### src/rtl/symbol_sequence_tx.sv
// symbol_sequence_tx: FIFO-fed 2-bit symbol transmitter; each queued symbol is driven for hold+1 cycles.
// Optional SYMTX_LOOP_EN adds a loop input that replays the queue forever.
module symbol_sequence_tx #(
    parameter int         DEPTH    = 4,
    parameter int         HOLD_W   = 4,
    parameter logic [1:0] IDLE_SYM = 2'b00
) (
    input  logic                   clk,
    input  logic                   init,
`ifdef SYMTX_LOOP_EN
    input  logic                   loop,
`endif
    input  logic                   wr_valid,
    input  logic [1:0]             wr_sym,
    input  logic [HOLD_W-1:0]      wr_hold,
    output logic                   wr_ready,
    output logic [1:0]             sym_out,
    output logic                   sym_start,
    output logic                   busy,
    output logic [1:0]             state,
    output logic [$clog2(DEPTH):0] count
);
    localparam int AW = $clog2(DEPTH);
    localparam int CW = AW + 1;
    typedef enum logic [1:0] {IDLE = 2'b00, HOLD = 2'b01} state_t;
    state_t            st, st_d;
    logic [HOLD_W+1:0] mem [DEPTH];
    logic [HOLD_W+1:0] head, wr_data;
    logic [AW-1:0]     rd_ptr, wr_ptr;
    logic [HOLD_W-1:0] cnt, cnt_d;
    logic [1:0]        sym_d;
    logic              start_d, busy_d, pop, push, wr_en, loop_on;
`ifdef SYMTX_LOOP_EN
    assign loop_on = loop;
`else
    assign loop_on = 1'b0;
`endif
    assign head     = mem[rd_ptr];
    assign wr_ready = (count != CW'(DEPTH)) && !loop_on;
    assign push     = wr_valid && wr_ready;
    assign pop      = (count != '0) && (st == IDLE || cnt == '0);
    // In loop mode the popped entry is written straight back at the tail
    assign wr_en    = push || (pop && loop_on);
    assign wr_data  = push ? {wr_sym, wr_hold} : head;
    assign state    = st;
    always_comb begin
        st_d    = st;
        cnt_d   = cnt;
        sym_d   = sym_out;
        start_d = 1'b0;
        busy_d  = busy;
        if (pop) begin
            st_d    = HOLD;
            cnt_d   = head[HOLD_W-1:0];
            sym_d   = head[HOLD_W+1:HOLD_W];
            start_d = 1'b1;
            busy_d  = 1'b1;
        end else if (st == HOLD && cnt != '0) begin
            cnt_d = cnt - HOLD_W'(1);
        end else begin
            st_d   = IDLE;
            sym_d  = IDLE_SYM;
            busy_d = 1'b0;
        end
    end
    always_ff @(posedge clk) begin
        if (init) begin
            st        <= IDLE;
            cnt       <= '0;
            sym_out   <= IDLE_SYM;
            sym_start <= 1'b0;
            busy      <= 1'b0;
            count     <= '0;
            rd_ptr    <= '0;
            wr_ptr    <= '0;
        end else begin
            st        <= st_d;
            cnt       <= cnt_d;
            sym_out   <= sym_d;
            sym_start <= start_d;
            busy      <= busy_d;
            count     <= count + CW'(wr_en) - CW'(pop);
            if (pop) rd_ptr <= rd_ptr + AW'(1);
            if (wr_en) wr_ptr <= wr_ptr + AW'(1);
        end
    end
    always_ff @(posedge clk) begin
        if (wr_en && !init) mem[wr_ptr] <= wr_data;
    end
endmodule
### config.mk
export PLATFORM = sky130hd
export DESIGN_NAME = symbol_sequence_tx
export DESIGN_NICKNAME = d
export VERILOG_FILES = /design/src/rtl/symbol_sequence_tx.sv
export SDC_FILE = /design/constraint.sdc
export NUM_CORES = 1
export LEC_CHECK = 0
export ABC_CLOCK_PERIOD_IN_PS = 6300
export CELL_PAD_IN_SITES_DETAIL_PLACEMENT = 0
export CELL_PAD_IN_SITES_GLOBAL_PLACEMENT = 1
export CORE_ASPECT_RATIO = 0.8
export CORE_UTILIZATION = 40
export CTS_BUF_LIST = sky130_fd_sc_hd__clkbuf_4
export DETAILED_ROUTE_END_ITERATION = 8
export PLACE_DENSITY_LB_ADDON = 0.15
export SYNTH_ARGS = -nofsm -noshare
export SYNTH_HDL_FRONTEND = slang
export SYNTH_SLANG_ARGS = --single-unit
### constraint.sdc
create_clock -name clk -period 6.3 [get_ports clk]
set_input_delay 1.575 -clock clk [delete_from_list [all_inputs] [get_ports clk]]
set_output_delay 1.575 -clock clk [all_outputs]
set_load 0.1 [all_outputs]
### Yosys cells after proc, flatten, opt, wreduce, memory -nomap -nowiden

Memory sizes are Yosys's and may differ from the RTL's. A register that Yosys moved wholly into a read port is not among the register bits.
Index checks and enable logic that the tools add are counted.

| cells by class | value |
|---|---|
| add/sub/neg operators | 5 |
| equality and inequality tests | 2 |
| multiplexer cells | 14 |
| reduce and logical (&&, ||, !) cells | 11 |

Operator list:

| kind | count |
|---|---|
| two-way mux 2 bit | 4 |
| two-way mux 4 bit | 2 |
| two-way mux 1 bit | 7 |
| two-way mux 6 bit | 1 |
| adder 2 x 1 -> 2 bit, second input constant | 2 |
| logical AND 1 bit | 4 |
| zero test 4 bit | 1 |
| nonzero test 4 bit | 1 |
| subtractor 4 x 1 -> 4 bit, second input constant | 1 |
| adder 3 x 1 -> 3 bit | 1 |
| != test 3 bit, second input constant | 1 |
| nonzero test 3 bit | 1 |
| subtractor 3 x 1 -> 3 bit | 1 |
| zero test 2 bit | 1 |
| != test 2 bit, second input constant | 1 |
| nonzero test 2 bit | 1 |
| zero test 1 bit | 1 |
| logical OR 1 bit | 1 |

| storage, ports and cells | value |
|---|---|
| flip-flop bits (word level) | 16 |
| memory bits (writable) | 24 |
| input port bits | 9 |
| output and inout bits | 10 |
| word-level logic and storage cells | 41 |
| memories kept | 1 |

Memories:

| name | words | width | read ports | clocked after memory_dff | write ports | RTL line | text |
|---|---|---|---|---|---|---|---|
| mem | 4 | 6 | 1 | 1 | 1 | 27 | `logic [HOLD_W+1:0] mem [DEPTH];` |

### Depth between registers and ports, before layout

| logic depth | value |
|---|---|
| depth after elaboration | 5 |
| mapped depth | 11 |

### Least setup slack after synthesis

OpenSTA, ideal clock, no wires.

| timing path | value |
|---|---|
| path type | register to register |
| start point | register count[1] |
| end point | register count[2] |
| arrival time | 3458 ps |
| required time | 6172 ps |
| path slack | 2714 ps |
| cell stages (with the launch flop) | 10 |
| buffers on the path | 0 |
| period minus slack after synthesis | 3586 ps |
| cell sequence | dfxtp_1 -> or3b_1 -> nand2_2 -> ha_1 -> inv_1 -> ha_1 -> fa_1 -> xnor2_1 -> xnor2_1 -> nor2_1 |

| on the way | value |
|---|---|
| longest elaborated chain between the ends | 4 |

RTL lines:

| what | RTL line | text |
|---|---|---|
| start, declared | 21 | `output logic [$clog2(DEPTH):0] count` |
| start signal, assigned | 82 | `count <= count + CW'(wr_en) - CW'(pop);` |
| != test 3 bit | 39 | `assign wr_ready = (count != CW'(DEPTH)) && !loop_on;` |
| net wr_ready | 16 | `output logic wr_ready,` |
| logical AND 1 bit | 40 | `assign push = wr_valid && wr_ready;` |
| adder 3 x 1 -> 3 bit | 82 |  |
| subtractor 3 x 1 -> 3 bit | 82 |  |

The timed path passes the listed nets, and every way through them passes these cells.
A chain may end at the register's enable or synchronous reset.

### Final worst setup path

| timing path | value |
|---|---|
| start point | register count[2] |
| end point | output wr_ready |

| on the way | value |
|---|---|
| longest elaborated chain between the ends | 1 |

RTL lines:

| what | RTL line |
|---|---|
| != test 3 bit | 39 |
| end, declared | 16 |

Every way passes these cells.

==> reports/metrics.yaml <==
clock_tree:
  tritoncts: "done"
  cts-htree-levels: 2
  cts_hold_buf: 0
  cts.root.buffer_cell: "sky130_fd_sc_hd__clkbuf_4"
  number_of_cts_inserted_buffers: 5
  worst_setup_hold_path_clk_slew_ps: 120
  cts.repair_timing.setup_buffer_count: 0
  clkSinkCount: 41
  insertion_delay_ps: 340
  clock_tree.buffer_depth: 2
  postCtsResizedCells: 0
floorplanning:
  coreArea_um2: 4260
  dieWidth_um: 77.2
  num_rows: 21
  effective_utilization_at_floorplan_pct: 42.6
  area_of_the_die_um2: 4800
  height_of_the_die_um: 62.2
  io_pins: 19
sta:
  finalCritPeriodShare_pct: 59.3
  rsz0062_at_grt: "no"
  min_cycle_time_layout_ps: 3740
  final-setup-viol-count: 0
  report.final.hold_viol_count: 0
  final.setup_skew_ps: 12.0
  hold-worst-slack_ps: 517
  relSlewSlack_pct: 34.6
  setup_total_negative_slack_ps: 0
  max_slew.worst_pin.slew_ps: 978
  timing_max_transition_violations_final: 0
  fmax_mhz: 267
status:
  status: "finished, final reports clean"
worst_setup_path:
  crit_fanout: 4
  critical_path_class: "reg2out"
  regToRegStartpoint: "cnt[0]$_SDFFE_PP0P_"
  crit_path_end_kind: "output port"
  data_required_time_at_the_worst_endpoint_ps: 4720
  start_kind: "flop"
  cp.arrival_ps: 2160
  timing.critical_path.from: "count[2]$_SDFF_PP0_"
grt:
  grt_pass1_wl_um: 4930
  largest_net_degree_at_the_start_of_global_routing: 21
  antenna_violations_before_repair: 0
  grt_use_total_pct: 13.8
  vias_in_the_first_global_route: 1011
  grt.overflow.total: 0
placement:
  placement.io_buffers: 17
  place.gp.congestion: 0.712
  numPlacedInstances: 198
  post-dp-hpwl_um: 2180
  dpl_cell_area_um2: 2020
layout:
  final_cells: 206
  finalNetCount: 165
  nFillCells: 395
  register_area_um2: 1060
  drive_gt1_share_pct: 16.1
  antenna_cells_inserted: 0
  final_design_area_no_fill_um2: 2100
  areaGrowthSynthToFinish_pct: 16.0
  multi_input_comb_area_um2: 682
drt:
  detail_route.first_pass.iterations: 4
  antenna_left: 0
  drt-wirelength-per-cell_um: 15.0
  vias_per_cell: 4.98
  num_vias: 1025
  drt_iter0_drc: 68
  drt_wl_total_um: 3080
  drc: 0
synth:
  synthFlopType: "sky130_fd_sc_hd__edfxtp_1"
  synth_edf_count: 24
  syn_nets: 146
  synthesis.yosys.warnings: 0
  average_footprint_of_a_synthesized_cell_um2: 14.0
  synth.cell_area_um2: 1810
  synth_seq_area_share_pct: 58.6
  yosysUniqueCellTypes: 36
  synth-async-reset-ratio_pct: 0
  post_synth_inst_count: 129
  synth.ff_latch_count: 41
run:
  drv_cap: 0
min_path:
  worst_hold_path_type: "reg2reg"
  hold_path.startpoint: "wr_ptr[1]$_SDFFE_PP0P_"
power:
  power_density_nw_per_um2: 516
  p_leak_nw: 0.739
  report.power.total_mw: 1.08
  power.ir.vdd_worst_mv: 0.280
[sequential cells by signal (all words and copies together), names as in the netlist, named ones only]
name and count:
rd_ptr 2, sym_out 2, count 3, cnt 4, mem 24, state 1
wr_ptr 2, sym_start 1
[routing by layer]
layer	track usage, %	up-vias	wire [um]
li1	-	504	-
met1	18.7	502	1490
met2	21.6	17	1470
met3	3.97	2	103
met4	4.25	0	18
met5	0	-	0
[stage by stage]
step	worst slack [ps]	util (%)
2_1_floorplan	2710	-
3_3_place_gp	2650	47.5
3_5_place_dp	2610	47.5
4_1_cts	2540	49.4
5_1_grt	2490	49.4
6_report	2560	49.4
[final timing paths]
path	end	slack (ps)	cells after the start
setup / recovery	wr_ready	2560	2
hold / removal	wr_ptr[1]$_SDFFE_PP0P_	520	2
setup reg to reg	count[2]$_SDFF_PP0_	3760	11
hold reg to reg	wr_ptr[1]$_SDFFE_PP0P_	520	2
[power by group]
group	leakage, nW	switching [mW]	total [mW]	internal (mW)
sequential	0.358	0.0506	0.406	0.356
clock	0.0456	0.0835	0.171	0.0876
combinational	0.335	0.320	0.507	0.187
total	0.739	0.455	1.08	0.630
[area by class of cell]
| type | instances | share of cell area, % |
|---|---|---|
| sequential | 41 | 50.5 |
| multi-input combinational | 74 | 32.4 |
| timing repair buffer | 18 | 8.45 |
| tap | 57 | 3.39 |
| clock buffer | 6 | 2.14 |
| clock inverter | 2 | 1.67 |
| inverter | 8 | 1.43 |
[cell usage in the layout (no fill, tap or decap)]
cell,instances
sky130_fd_sc_hd__edfxtp_1,24
sky130_fd_sc_hd__dfxtp_1,17
sky130_fd_sc_hd__clkdlybuf4s50_1,17
sky130_fd_sc_hd__nor2_1,9
sky130_fd_sc_hd__inv_1,8
sky130_fd_sc_hd__mux2_2,8
sky130_fd_sc_hd__ha_1,7
sky130_fd_sc_hd__nand2_1,6
sky130_fd_sc_hd__clkbuf_4,6
sky130_fd_sc_hd__xnor2_1,5
sky130_fd_sc_hd__mux4_1,4
sky130_fd_sc_hd__and2_1,4
sky130_fd_sc_hd__a211oi_1,3
sky130_fd_sc_hd__a21oi_1,3
sky130_fd_sc_hd__mux4_2,2
sky130_fd_sc_hd__nor2b_1,2
sky130_fd_sc_hd__a22oi_1,2
sky130_fd_sc_hd__nor3_1,2
sky130_fd_sc_hd__nor3b_1,2
sky130_fd_sc_hd__or3b_4,1
sky130_fd_sc_hd__nor3_2,1
sky130_fd_sc_hd__a21oi_4,1
sky130_fd_sc_hd__or3b_1,1
sky130_fd_sc_hd__nand2_2,1
sky130_fd_sc_hd__and2_0,1
sky130_fd_sc_hd__nand3_1,1
sky130_fd_sc_hd__o21ai_0,1
sky130_fd_sc_hd__nand4b_1,1
sky130_fd_sc_hd__o211ai_1,1
sky130_fd_sc_hd__mux2i_1,1
sky130_fd_sc_hd__a22oi_2,1
sky130_fd_sc_hd__and2b_1,1
sky130_fd_sc_hd__fa_1,1
sky130_fd_sc_hd__conb_1,1
sky130_fd_sc_hd__bufinv_16,1
sky130_fd_sc_hd__clkinv_2,1
sky130_fd_sc_hd__buf_4,1
[cells in the mapped netlist (all sizes together) (3+ instances only)]
cell    count  area, um2
a211oi      3       22.5
a21oi       4       31.3
a22oi       3       27.5
and2        5       31.3
buf         4       31.3
dfxtp      17        340
edfxtp     24        721
ha          7       87.6
inv         8       30.0
mux2        8       90.1
mux4        6        150
nand2       7       28.8
nor2        9       33.8
nor3        3       20.0
xnor2       5       43.8
[critical path, cell delays in order, from the launching register on]
cell                              delay [ps]
sky130_fd_sc_hd__dfxtp_1                 410
sky130_fd_sc_hd__or3b_1                  430
sky130_fd_sc_hd__clkdlybuf4s50_1         990
[cell families (layout without fill, tap and decap cells)]
group | Yosys count | after routing | share of synthesized area, %
muxes | 15 | 15 | 13.8
buffers and inverters | 14 | 34 | 3.80
and+or+nand+nor | 33 | 33 | 10.1
AOI/OAI and AO/OA | 12 | 12 | 5.18
xor gates and xnor gates | 5 | 5 | 2.42
other | 1 | 1 | 0.207
DFF | 41 | 41 | 58.6
adders and majority gates | 8 | 8 | 5.94
No activity file was read; power rests on OpenSTA's default activity.
